===== src/rtl/booth_multiplier.sv =====
// Sequential radix-2 Booth multiplier: one add/subtract-and-shift step per enabled clock.
// Operands are latched once after reset; the signed product appears WIDTH+1 enabled edges later.
module booth_multiplier #(
  parameter int unsigned WIDTH = 32
) (
  input  logic                 clk,
  input  logic                 reset,
  input  logic                 en,
  input  logic [WIDTH-1:0]     a,
  input  logic [WIDTH-1:0]     b,
  output logic [2*WIDTH-1:0]   result
);

  localparam int unsigned AW = WIDTH + 1;
  localparam int unsigned PW = 2 * WIDTH;
  localparam int unsigned CW = $clog2(WIDTH + 1);

  localparam logic [1:0] LOAD = 2'd0;
  localparam logic [1:0] RUN  = 2'd1;
  localparam logic [1:0] DONE = 2'd2;

  logic [1:0]       state, state_nxt;
  logic [AW-1:0]    acc, acc_nxt;
  logic [AW-1:0]    mcand, mcand_nxt;
  logic [WIDTH-1:0] q, q_nxt;
  logic             q_1, q_1_nxt;
  logic [CW-1:0]    count, count_nxt;
  logic [PW-1:0]    result_nxt;
  logic [AW-1:0]    sum;

  // State and datapath registers; reset wins over enable.
  always_ff @(posedge clk) begin
    if (reset) begin
      state  <= LOAD;
      acc    <= '0;
      mcand  <= '0;
      q      <= '0;
      q_1    <= 1'b0;
      count  <= '0;
      result <= '0;
    end else begin
      state  <= state_nxt;
      acc    <= acc_nxt;
      mcand  <= mcand_nxt;
      q      <= q_nxt;
      q_1    <= q_1_nxt;
      count  <= count_nxt;
      result <= result_nxt;
    end
  end

  // Next-state and datapath step; everything holds unless enabled.
  always_comb begin
    state_nxt  = state;
    acc_nxt    = acc;
    mcand_nxt  = mcand;
    q_nxt      = q;
    q_1_nxt    = q_1;
    count_nxt  = count;
    result_nxt = result;
    sum        = acc;

    case (state)
      LOAD: begin
        if (en) begin
          mcand_nxt = {a[WIDTH-1], a};
          q_nxt     = b;
          q_1_nxt   = 1'b0;
          acc_nxt   = '0;
          count_nxt = CW'(WIDTH);
          state_nxt = RUN;
        end
      end
      RUN: begin
        if (en) begin
          case ({q[0], q_1})
            2'b01:   sum = acc + mcand;
            2'b10:   sum = acc - mcand;
            default: sum = acc;
          endcase
          // Arithmetic right shift of {acc, q, q_1} with acc's sign replicated.
          acc_nxt   = {sum[AW-1], sum[AW-1:1]};
          q_nxt     = {sum[0], q[WIDTH-1:1]};
          q_1_nxt   = q[0];
          count_nxt = count - CW'(1);
          if (count == CW'(1)) begin
            result_nxt = {acc_nxt[WIDTH-1:0], q_nxt};
            state_nxt  = DONE;
          end
        end
      end
      default: begin
        state_nxt = state;
      end
    endcase
  end

endmodule


===== config.mk =====
export PLATFORM = sky130hd
export DESIGN_NAME = booth_multiplier
export DESIGN_NICKNAME = d
export VERILOG_FILES = /design/src/rtl/booth_multiplier.sv
export SDC_FILE = /design/constraint.sdc
export NUM_CORES = 1
export LEC_CHECK = 0
export BUFFER_PORTS_ARGS = -buffer_cell sky130_fd_sc_hd__buf_2
export CAP_MARGIN = 25
export CORE_MARGIN = 8
export CORE_UTILIZATION = 25
export CTS_CLUSTER_SIZE = 12
export DETAILED_ROUTE_END_ITERATION = 7
export REMOVE_ABC_BUFFERS = 1
export SETUP_SLACK_MARGIN = 0.4
export SKIP_CTS_REPAIR_TIMING = 1
export SLEW_MARGIN = 0
export SYNTH_ARGS = -nofsm -noshare
export SYNTH_HDL_FRONTEND = slang
export SYNTH_SLANG_ARGS = --single-unit

===== constraint.sdc =====
create_clock -name clk -period 5.85 [get_ports clk]
set_input_delay 0.585 -clock clk [delete_from_list [all_inputs] [get_ports clk]]
set_output_delay 0.585 -clock clk [all_outputs]
set_load 0.05 [all_outputs]

# After elaboration in Yosys (flattened, before gate mapping)
# Cells that the tools add are included.
[word_totals]
in_bits = 67
ff_bits = 170
wordCells = 40
out_inout_bits = 64
[op_classes]
n_eq_ne = 7
n_reduce_logical = 6
mux = 17
add_sub_neg = 3
[ops]
columns = ["operator", "n"]
rows = [
  ["$pmux 33 s2", 2],
  ["$mux 33", 2],
  ["$mux 32", 2],
  ["$pmux 32 s2", 1],
  ["$add 33x33->33", 1],
  ["$sub 33x33->33", 1],
  ["$mux 6", 2],
  ["$pmux 6 s2", 1],
  ["$eq 6x1->1 const B", 1],
  ["$mux 2", 3],
  ["$ne 2x2->1 const B", 3],
  ["$reduce_and 3->1", 2],
  ["$sub 6x1->6 const B", 1],
  ["$eq 2x1->1 const B", 2],
  ["$pmux 2 s2", 1],
  ["$reduce_and 4->1", 1],
  ["$eq 2x2->1 const B", 1],
  ["$logic_not 2->1", 1],
  ["$mux 1", 2],
  ["$pmux 1 s2", 1],
  ["$reduce_and 2->1", 1],
  ["$reduce_bool 2->1", 1],
]

# Depth between registers and ports, before layout
# Gate-level depths: netlist of run 1.
[logic_depth]
ltp_word = 4
depth_mapped = 19
ltp_nobuf = 18

# Worst setup path before layout of run 1
# OpenSTA, ideal clock, no wires.
[synth_path]
path_type = "register to register"
from = "register mcand[2]"
to = "register acc[31]"
t_required_ns = 5.717
setup_ns = 0.133
setup_slack_ns = 2.127
t_arrival_ns = 3.590
period_less_slack_ns = 3.723
path_stages_with_launch = 18
path_buffers = 1
path_cell_list = "dfxtp_1 nor3_1 nand4_1 nor3_1 nand3b_1 nor2_1 nor2_1 xnor2_1 ha_1 clkbuf_1 a21oi_1 nor2b_1 o21a_1 o2111a_1 o31ai_1 a21oi_1 o311ai_1 a31oi_1"
[synth_between]
elab_chain_len = 4
word_cells_on_any_way = 5
cone_classes = "add/sub (2); mux (3)"
[synth_rtl]
columns = ["item", "line", "text"]
rows = [
  ["start, declared", "24", "logic [AW-1:0] mcand, mcand_nxt;"],
  ["start signal, assigned", "44", "mcand <= mcand_nxt;"],
  ["$sub 33x33->33 / $add 33x33->33 (equally long branches)", "78, 77", ""],
  ["$pmux 33 s2 (*)", "76", "case ({q[0], q_1})"],
  ["$mux 33 (*)", "75", "if (en) begin"],
  ["$pmux 33 s2 (*)", "63", "case (state)"],
  ["end signal, assigned", "43", "acc <= acc_nxt;"],
  ["end, declared", "23", "logic [AW-1:0] acc, acc_nxt;"],
]
# Every way passes the cells marked *; elsewhere a longest branch is shown, timed or not. The select of a mux whose other input is x is not followed.
# A chain may end at the register's enable or synchronous reset.

# Worst setup path after layout of run 1
# Same ends and word-level chain as after synthesis.

==> run metrics, run 1 <==
top post-synthesis cells by area dfxtp_1 (39%), nand2_1 (7.0%), a21oi_1 (5.3%), ha_1 (5.2%), a22o_1 (4.9%); Max rail drop VDD roughly 160 uV; Rows between 60 and 70; Post-synth EDFFs 0; final WL between 20000 and 30000 microns; Initial Utilization between 20 and 30%; register area share after synthesis between 30% and 40%; wire per inst between 15 and 20 microns; htree depth 4; pwr dens between 200 and 300 mW/mm^2; crit end category flop; R2R cell count 16; initial antenna violation count 4; CTS tree done; Seq cells post-synth between 150 and 200; vias in the first global route between 7000 and 8000; Final Instance Area 0.01042 sq mm; post-DP HPWL about 18000 microns; syn avg cell area 8.377 sq um; Clock Skews around 8 ps; DR vias between 7000 and 8000; largest net degree at the start of global routing 73; crit-path max cell delay 540 ps; Worst setup startpoint mcand[2]$_SDFFE_PP0P_; port bufs 130; Final Hold Violating Endpoints 0; Slowest-stage cell, CP nor3_1; Tot GR Track Use between 10% and 20%; Area growth syn-to-layout 19.70%; worst slew pin tran 874.5 ps; ANT nets after route 0; Initial DRT Pass Iterations 5; GRT overflow 0; CP Cell Sequence nor3_1, nand4_1, nor3_1, nand3b_1, nor2_1, a21oi_1, xnor2_1, ha_1, a21oi_1, nor3b_1, o21ai_0, a21o_1, o31ai_1, a21oi_1, o311ai_1, a31oi_1; clock latency on the worst-skew pair 430 ps; CTS Root Cell clkbuf_16; Hold Startpoint a[25]; cell taking the most area after synthesis dfxtp_1; area share of the largest cell type after synthesis roughly two fifths; CP most frequent cell a21oi_1; Final period util roughly three quarters; R2R Path Start mcand[2]$_SDFFE_PP0P_; status finished clean; placed cells roughly 1600; fraction of layout cells with a size suffix above 1 around 17%; cts bufs inserted 17; critical path class reg -> reg; Crit path arrival time 4710 ps; Worst EP required between 6000 and 7000 ps; CTS max path bufs 2; DR vias/cell 4.830; Clock transition at path regs about 70 ps; core area approximately 0.034 sq mm; count of different cell masters after synthesis 66; hold path depth 3; # diodes 0; global-route wire length before repair between 40000 and 50000 microns; asr flop ratio synth 0%; GP Congestion 0.8812; final net count approximately 1200; Residual DRC 0; RSZ-0062 raised after global routing no; area of the die roughly 0.041 sq mm; commonest register cell after synthesis dfxtp_1; setup_tns 0 ps; Ports roughly 130; Max Slew Vio Count 0; chip height between 200 and 250 microns; critical path startpoint category flop; min cycle time layout about 4400 ps; HP Class in -> reg; yosys warns 0; Final setup viols 0; Post-Syn Instances 1039; die width about 200 microns; Max transition margin a little over two fifths; max-cap check violation count 0; Syn Std Cell Area just under 0.009 sq mm; First DRT Iteration DRCs just under 400; Leak Pwr 0.004292 uW; Overall Power ~3000 uW; Fmax between 200 and 250 MHz; critical path peak fanout 6; dpl cell area 0.009782 sq mm; fin cells 1602; TritonCTS Sinks 169
[cells by family after synthesis]
| kind of cell | after synthesis | share of synthesized area [%] |
|---|---|---|
| XOR/XNOR | 56 | 5.635 |
| AO/OA/AOI/OAI | 318 | 24.53 |
| AND/OR/NAND/NOR | 334 | 16.96 |
| buffers and inverters | 82 | 3.637 |
| multiplexers | 43 | 4.960 |
| flip-flops | 169 | 38.87 |
| adder cells (fa/ha/maj) | 37 | 5.405 |
[stage by stage]
stage | utilization [%] | hold WS [ps] | setup WS [ps]
final | 30.23 | 395.7 | 1426
after global routing | 30.23 | 375.8 | 1040
after CTS | 30.23 | 373.5 | 1441
after detailed placement | 28.39 | 438.5 | 1464
after global placement | 28.37 | 433.9 | 1637
after floorplan | - | 425.8 | 401.5
[metal layers]
layer  track usage [%]  share of wire (%)  up-vias  wire (microns)
met5                 0               0.20        -              51
met4             4.481                2.3        8             607
met3             3.236                5.2       43            1334
met2             20.63                 47      196           12250
met1             14.77                 45     3581           11590
li1                  -                  -     3909               -
[report_power, final]
group	switching, uW	total [uW]	leakage (uW)	internal (uW)
combinational	332	549	0.00261	217
sequential	39.5	1230	0.00138	1190
clock	495	1230	0.000306	734
total	867	3010	0.00429	2140
[path summary, 6_finish.rpt]
path | end | slack, ps
setup reg to reg | acc[31]$_SDFFE_PP0P_ | 1430
setup / recovery | acc[31]$_SDFFE_PP0P_ | 1430
hold reg to reg | result[58]$_SDFFE_PP0P_ | 440
hold / removal | mcand[25]$_SDFFE_PP0P_ | 400
[Yosys cell counts (3+ instances only)]
library cell / count
dfxtp_1: 169
nand2_1: 162
a21oi_1: 93
nor2_1: 89
clkbuf_1: 51
a22o_1: 49
xnor2_1: 45
mux2i_1: 42
o21ai_0: 42
a211oi_1: 37
ha_1: 36
a21o_1: 23
nor3_1: 20
o21ai_1: 17
inv_1: 16
buf_1: 12
nand3_1: 11
xor2_1: 11
a31oi_1: 8
and3_1: 8
nor4_1: 8
o21a_1: 8
a22oi_1: 6
nor2b_1: 6
a32oi_1: 5
and2_1: 5
nand2b_1: 5
nor3b_1: 4
o211ai_1: 4
o21bai_1: 3
[placed cells by master, fill, tap and decap left out, types with 20 or more instances in the layout]
| cell | netlist | routed |
|---|---|---|
| buf_2 | 1 | 129 |
| o21ai_0 | 42 | 42 |
| a21oi_1 | 93 | 93 |
| xnor2_1 | 45 | 45 |
| ha_1 | 36 | 36 |
| mux2i_1 | 42 | 42 |
| nor2_1 | 89 | 86 |
| a22o_1 | 49 | 49 |
| nand2_1 | 162 | 162 |
| a211oi_1 | 37 | 37 |
| dfxtp_1 | 169 | 168 |
| a21o_1 | 23 | 23 |
| nor3_1 | 20 | 20 |
[critical path, delay by kind of cell, from the launching register on]
family                     cells  cell delay (ps)
xor gates and xnor gates       1              200
DFF                            1              350
AOI/OAI and AO/OA              8             1460
and+or+nand+nor                6             1950
adders and majority gates      1              340
[cell type report]
type,count,area [sq um]
Clock buffer,20,446.7
Clock inverter,12,188.9
Fill cell,3647,24040
Inverter,17,63.81
Multi-Input combinational cell,788,5029
Sequential cell,169,3385
Tap cell,455,569.3
Timing Repair Buffer,141,735.7
[state kept, by name, summed over array words and instances, names as in the netlist]
register / flops
acc: 32
count: 6
mcand: 32
q: 32
q_1: 1
result: 64
state: 2
(Power assumes the default switching activity.)
==> inputs of run 2 (changes only) <==
Clock period 5.85 ns to 4 ns, I/O delays scaled along.
==> run metrics, run 2 (same netlist as run 1, synthesis figures left out) <==
max reg flops 64; core area approximately 0.034 sq mm; critical path startpoint category flop; die width 202.6 microns; Final period util between 90% and 100%; Slowest-stage cell, CP dfxtp_2; Initial Utilization 25.26%; worst slew pin tran roughly 870 ps; CTS max path bufs 2; Clock Skews approximately 11 ps; Rows between 60 and 70; Area growth syn-to-layout 24.63%; # diodes 0; post-layout util between 30% and 40%; max-cap check violation count 0; Initial DRT Pass Iterations 5; cts bufs inserted 17; most frequent cells in the layout dfxtp_1 (164), nand2_1 (162), buf_2 (129); Crit path arrival time around 4200 ps; largest net degree at the start of global routing between 70 and 80; Final setup viols 0; fraction of layout cells with a size suffix above 1 roughly 23%; CTS Root Cell clkbuf_16; commonest non-fill, non-tap cell in the layout dfxtp_1; critical path peak fanout 6; HP Class in -> reg; Ports 131; WP buf/inv 1; initial antenna violation count 4; critical path class reg -> reg; RSZ-0062 raised after global routing yes; final WL approximately 27000 microns; Max transition margin 42.07%; crit end category flop; status finished clean; Final Hold Violating Endpoints 0; Max rail drop VDD around 240 uV; ANT nets after route 0; Worst EP required around 4400 ps; DR vias/cell ~4.9; CTS tree done; TritonCTS Sinks about 170; wire per inst 16.65 microns; worst setup margin around 170 ps; Fmax 261.1 MHz; First DRT Iteration DRCs roughly 340; vias in the first global route a little under 8000; Leak Pwr between 0.004 and 0.005 uW; Max Slew Vio Count 0; post-DP HPWL between 15000 and 20000 microns; htree depth 4; CP Cell Sequence nor3_4, nand4_1, nor3_4, buf_6, nand3b_1, nor2_2, a21oi_2, xnor2_1, ha_2, a21oi_2, nor3b_2, o21ai_1, a21o_1, o31a_1, nor3_2, o311ai_1, a31oi_1; CP delay by family, top simple AND/OR/NAND/NOR gates; clock latency on the worst-skew pair 440 ps; Tot GR Track Use 12.62%; DR vias 7928; area of the die 0.04104 sq mm; placed cells 1581; Most flops, register result; chip height ~200 microns; crit-path max cell delay between 300 and 400 ps; Residual DRC 0; fin cells 1627; GP Congestion ~0.9; global-route wire length before repair ~42000 microns; port bufs 130; final net count between 1000 and 1500; Fin Hold WS 194.8 ps; min cycle time layout approximately 3800 ps; pwr dens between 400 and 500 mW/mm^2; Placement Setup Slack 14.73 ps; GRT overflow 0; Clock transition at path regs 70 ps
[run 2: cell count changes in the layout (fill, tap and decap cells not counted), sizes merged]
cell	delta
clkbuf	-1
buf	+26
bufinv	-3
inv	+5
clkinv	-2
[run 2: report_power, final]
group	total (uW)	switching, uW	internal, uW
Combinational	914	533	382
Clock	1680	767	911
Sequential	1800	59.6	1740
Total	4390	1360	3030
[run 2: final timing paths]
check	start	endpoint	slack (ps)	cells past startpoint
setup / recovery	mcand[3]$_SDFFE_PP0P_	acc[31]$_SDFFE_PP0P_	170	17
hold / removal	a[10]	mcand[10]$_SDFFE_PP0P_	190	3
setup reg to reg	mcand[3]$_SDFFE_PP0P_	acc[31]$_SDFFE_PP0P_	170	17
hold reg to reg	result[48]$_SDFFE_PP0P_	result[48]$_SDFFE_PP0P_	450	2
[run 2: metal layers]
metal	routed length (microns)	GRT usage, %
met2	13060	21.37
met1	11900	15.18
met4	668	4.921
met3	1408	3.140
met5	55	0
[run 2: layout make-up]
| cell class | count | area [sq um] |
|---|---|---|
| Clock buffer | 19 | 452.9 |
| Clock inverter | 12 | 130.1 |
| Fill cell | 3611 | 23610 |
| Inverter | 17 | 63.81 |
| Multi-Input combinational cell | 788 | 5279 |
| Sequential cell | 169 | 3392 |
| Tap cell | 455 | 569.3 |
| Timing Repair Buffer | 167 | 959.7 |
[run 2: worst register-to-register path, stage by stage, from the launching register on]
cell and delay (ps):
dfxtp_2 360, nor3_4 240, nand4_1 230, nor3_4 230, buf_6 140, nand3b_1 180, nor2_2 210, a21oi_2 80
xnor2_1 180, ha_2 340, a21oi_2 150, nor3b_2 210, o21ai_1 100, a21o_1 210, o31a_1 360, nor3_2 210
o311ai_1 150, a31oi_1 180
[run 2: metrics by stage]
step	instance area [sq um]	TNS [ps]	total power, uW
final	10850	0	4391
after detailed placement	9889	0	2662
after global routing	10850	0	4602
after CTS	10470	-11.19	4340
after global placement	9882	0	2646
after floorplan	8451	-75780	2414
==> inputs of run 3 (changes only) <==
--- a/config.mk
+++ b/config.mk
@@ -7,5 +7,5 @@
 export LEC_CHECK = 0
 export BUFFER_PORTS_ARGS = -buffer_cell sky130_fd_sc_hd__buf_2
-export CAP_MARGIN = 25
+export CAP_MARGIN = 10
 export CORE_MARGIN = 8
 export CORE_UTILIZATION = 25
==> constraint.sdc (replaced) <==
create_clock -name clk -period 4 [get_ports clk]
set_input_delay 0.2 -clock clk [delete_from_list [all_inputs] [get_ports clk]]
set_output_delay 0.2 -clock clk [all_outputs]
set_load 0.01 [all_outputs]
==> run metrics, run 3 (same netlist as run 1, synthesis figures left out) <==
status finished clean; htree depth 4; Leak Pwr around 0.0046 uW; fillcell total between 3000 and 4000; Fmax 267.6 MHz; Max transition margin around a quarter; max reg flops 64; CP Cell Sequence nor4_4, nand2b_4, nor4_4, nor2_1, xnor2_1, ha_2, a21o_1, o21bai_1, a221o_1, a221oi_4, o21ai_2, a31oi_4, nor4b_2, a211o_1, a22o_1; First DRT Iteration DRCs between 300 and 400; Final Instance Area around 0.011 sq mm; clock latency on the worst-skew pair 430 ps; ANT nets after route 0; Initial DRT Pass Iterations 5; Slowest-stage cell, CP dfxtp_4; crit end category flop; wire per inst roughly 16 microns; post-DP HPWL 18820 microns; Final setup viols 0; initial antenna violation count 3; crit-path max cell delay between 300 and 400 ps; GP Congestion approximately 0.91; Max rail drop VDD approximately 280 uV; sequential cell area 0.003395 sq mm; TritonCTS Sinks between 150 and 200; largest net degree at the start of global routing 67; Worst EP required 4320 ps; Final Hold Violating Endpoints 0; CTS Root Cell clkbuf_16; global-route wire length before repair between 40000 and 50000 microns; max-cap check violation count 0; CP delay by family, top compound AO/OA/AOI/OAI gates; setup_tns 0 ps; core area 0.03446 sq mm; Residual DRC 0; final net count ~1300; area of the die 0.04104 sq mm; chip height a little over 200 microns; multi-input gate area in the final layout 0.005428 sq mm; CP most frequent cell nor4_4; Initial Utilization 25.26%; GRT overflow 0; Most flops, register result; Max Slew Vio Count 0; critical path peak fanout 5; fraction of layout cells with a size suffix above 1 25.90%; vias in the first global route 7631; critical path startpoint category flop; most frequent cells in the layout nand2_1 (162), dfxtp_1 (162), buf_2 (129); port bufs 130; Clock Skews ~12 ps; Ports between 100 and 150; die width 202.6 microns; pwr dens ~400 mW/mm^2; Crit path arrival time between 4000 and 5000 ps; RSZ-0062 raised after global routing yes; post-layout util around 32%; Final period util slightly above 90%; CTS max path bufs 2; CTS tree done; min cycle time layout roughly 3700 ps; HP Class in -> reg; Clock transition at path regs about 70 ps; DR vias between 7000 and 8000; Tot GR Track Use about an eighth; critical path class reg -> reg; final WL approximately 27000 microns; Area growth syn-to-layout 28.54%; DR vias/cell 4.814; cts bufs inserted 17; WP buf/inv 0; worst slew pin tran 1133 ps; dpl cell area ~0.0099 sq mm; Rows slightly below 70
run 3: cell count changes in the layout (fill, tap and decap cells not counted), sizes merged:
cell and delta:
dlygate4sd3 +2, diode +1, clkinv +4, clkinvlp -1, buf +22, inv -4
bufinv +1, clkbuf +1
run 3: layer usage:
| metal | GRT usage, % | routed length, microns | up-vias | part of all wire (%) |
|---|---|---|---|---|
| met2 | 20.99 | 13100 | 185 | 49 |
| met5 | 0 | 32 | - | 0.12 |
| met4 | 4.351 | 515 | 6 | 1.9 |
| li1 | - | - | 4000 | - |
| met3 | 2.981 | 1310 | 34 | 4.9 |
| met1 | 15.07 | 11970 | 3733 | 44 |
run 3: worst reg2reg max path, cell delays in order, from the launching register on:
cell and delay, ps:
dfxtp_4 360, nor4_4 350, nand2b_4 140, nor4_4 260
nor2_1 90, xnor2_1 150, ha_2 330, a21o_1 230
o21bai_1 180, a221o_1 340, a221oi_4 330, o21ai_2 150
a31oi_4 200, nor4b_2 70, a211o_1 270, a22o_1 200
run 3: power by group:
part	switching [uW]	internal, uW	leakage, uW
sequential	62.5	1740	0.00138
combinational	553	432	0.00291
clock	728	962	0.000296
total	1340	3130	0.00458
run 3: final timing paths:
check,slack (ps),depth (start not counted),endpoint,startpoint
worst max-delay path,260,15,result[60]$_SDFFE_PP0P_,mcand[9]$_SDFFE_PP0P_
worst min-delay path,7,3,mcand[9]$_SDFFE_PP0P_,a[9]
worst max register to register,260,15,result[60]$_SDFFE_PP0P_,mcand[9]$_SDFFE_PP0P_
worst min register to register,450,2,result[48]$_SDFFE_PP0P_,result[48]$_SDFFE_PP0P_
run 3: layout make-up:
cell class	count	area share [%]
antenna	1	0.02237
clock buffer	20	4.082
clock inverter	12	1.219
inverter	17	0.5704
multi-input combinational	788	48.52
sequential	169	30.34
tap	455	5.089
timing repair buffer	191	10.16
run 3: per-stage QoR:
stage / setup slack [ps] / hold slack (ps) / power, uW / cells
final: 263.3 / 6.772 / 4477 / 1653
after global routing: 78.18 / 2.506 / 4703 / 1652
after CTS: 19.54 / -14.68 / 4356 / 1614
after detailed placement: 27.48 / 441.1 / 2655 / 1582
after global placement: 171.5 / 433.8 / 2644 / 1582
after floorplan: -1188 / 269.1 / 2410 / 974
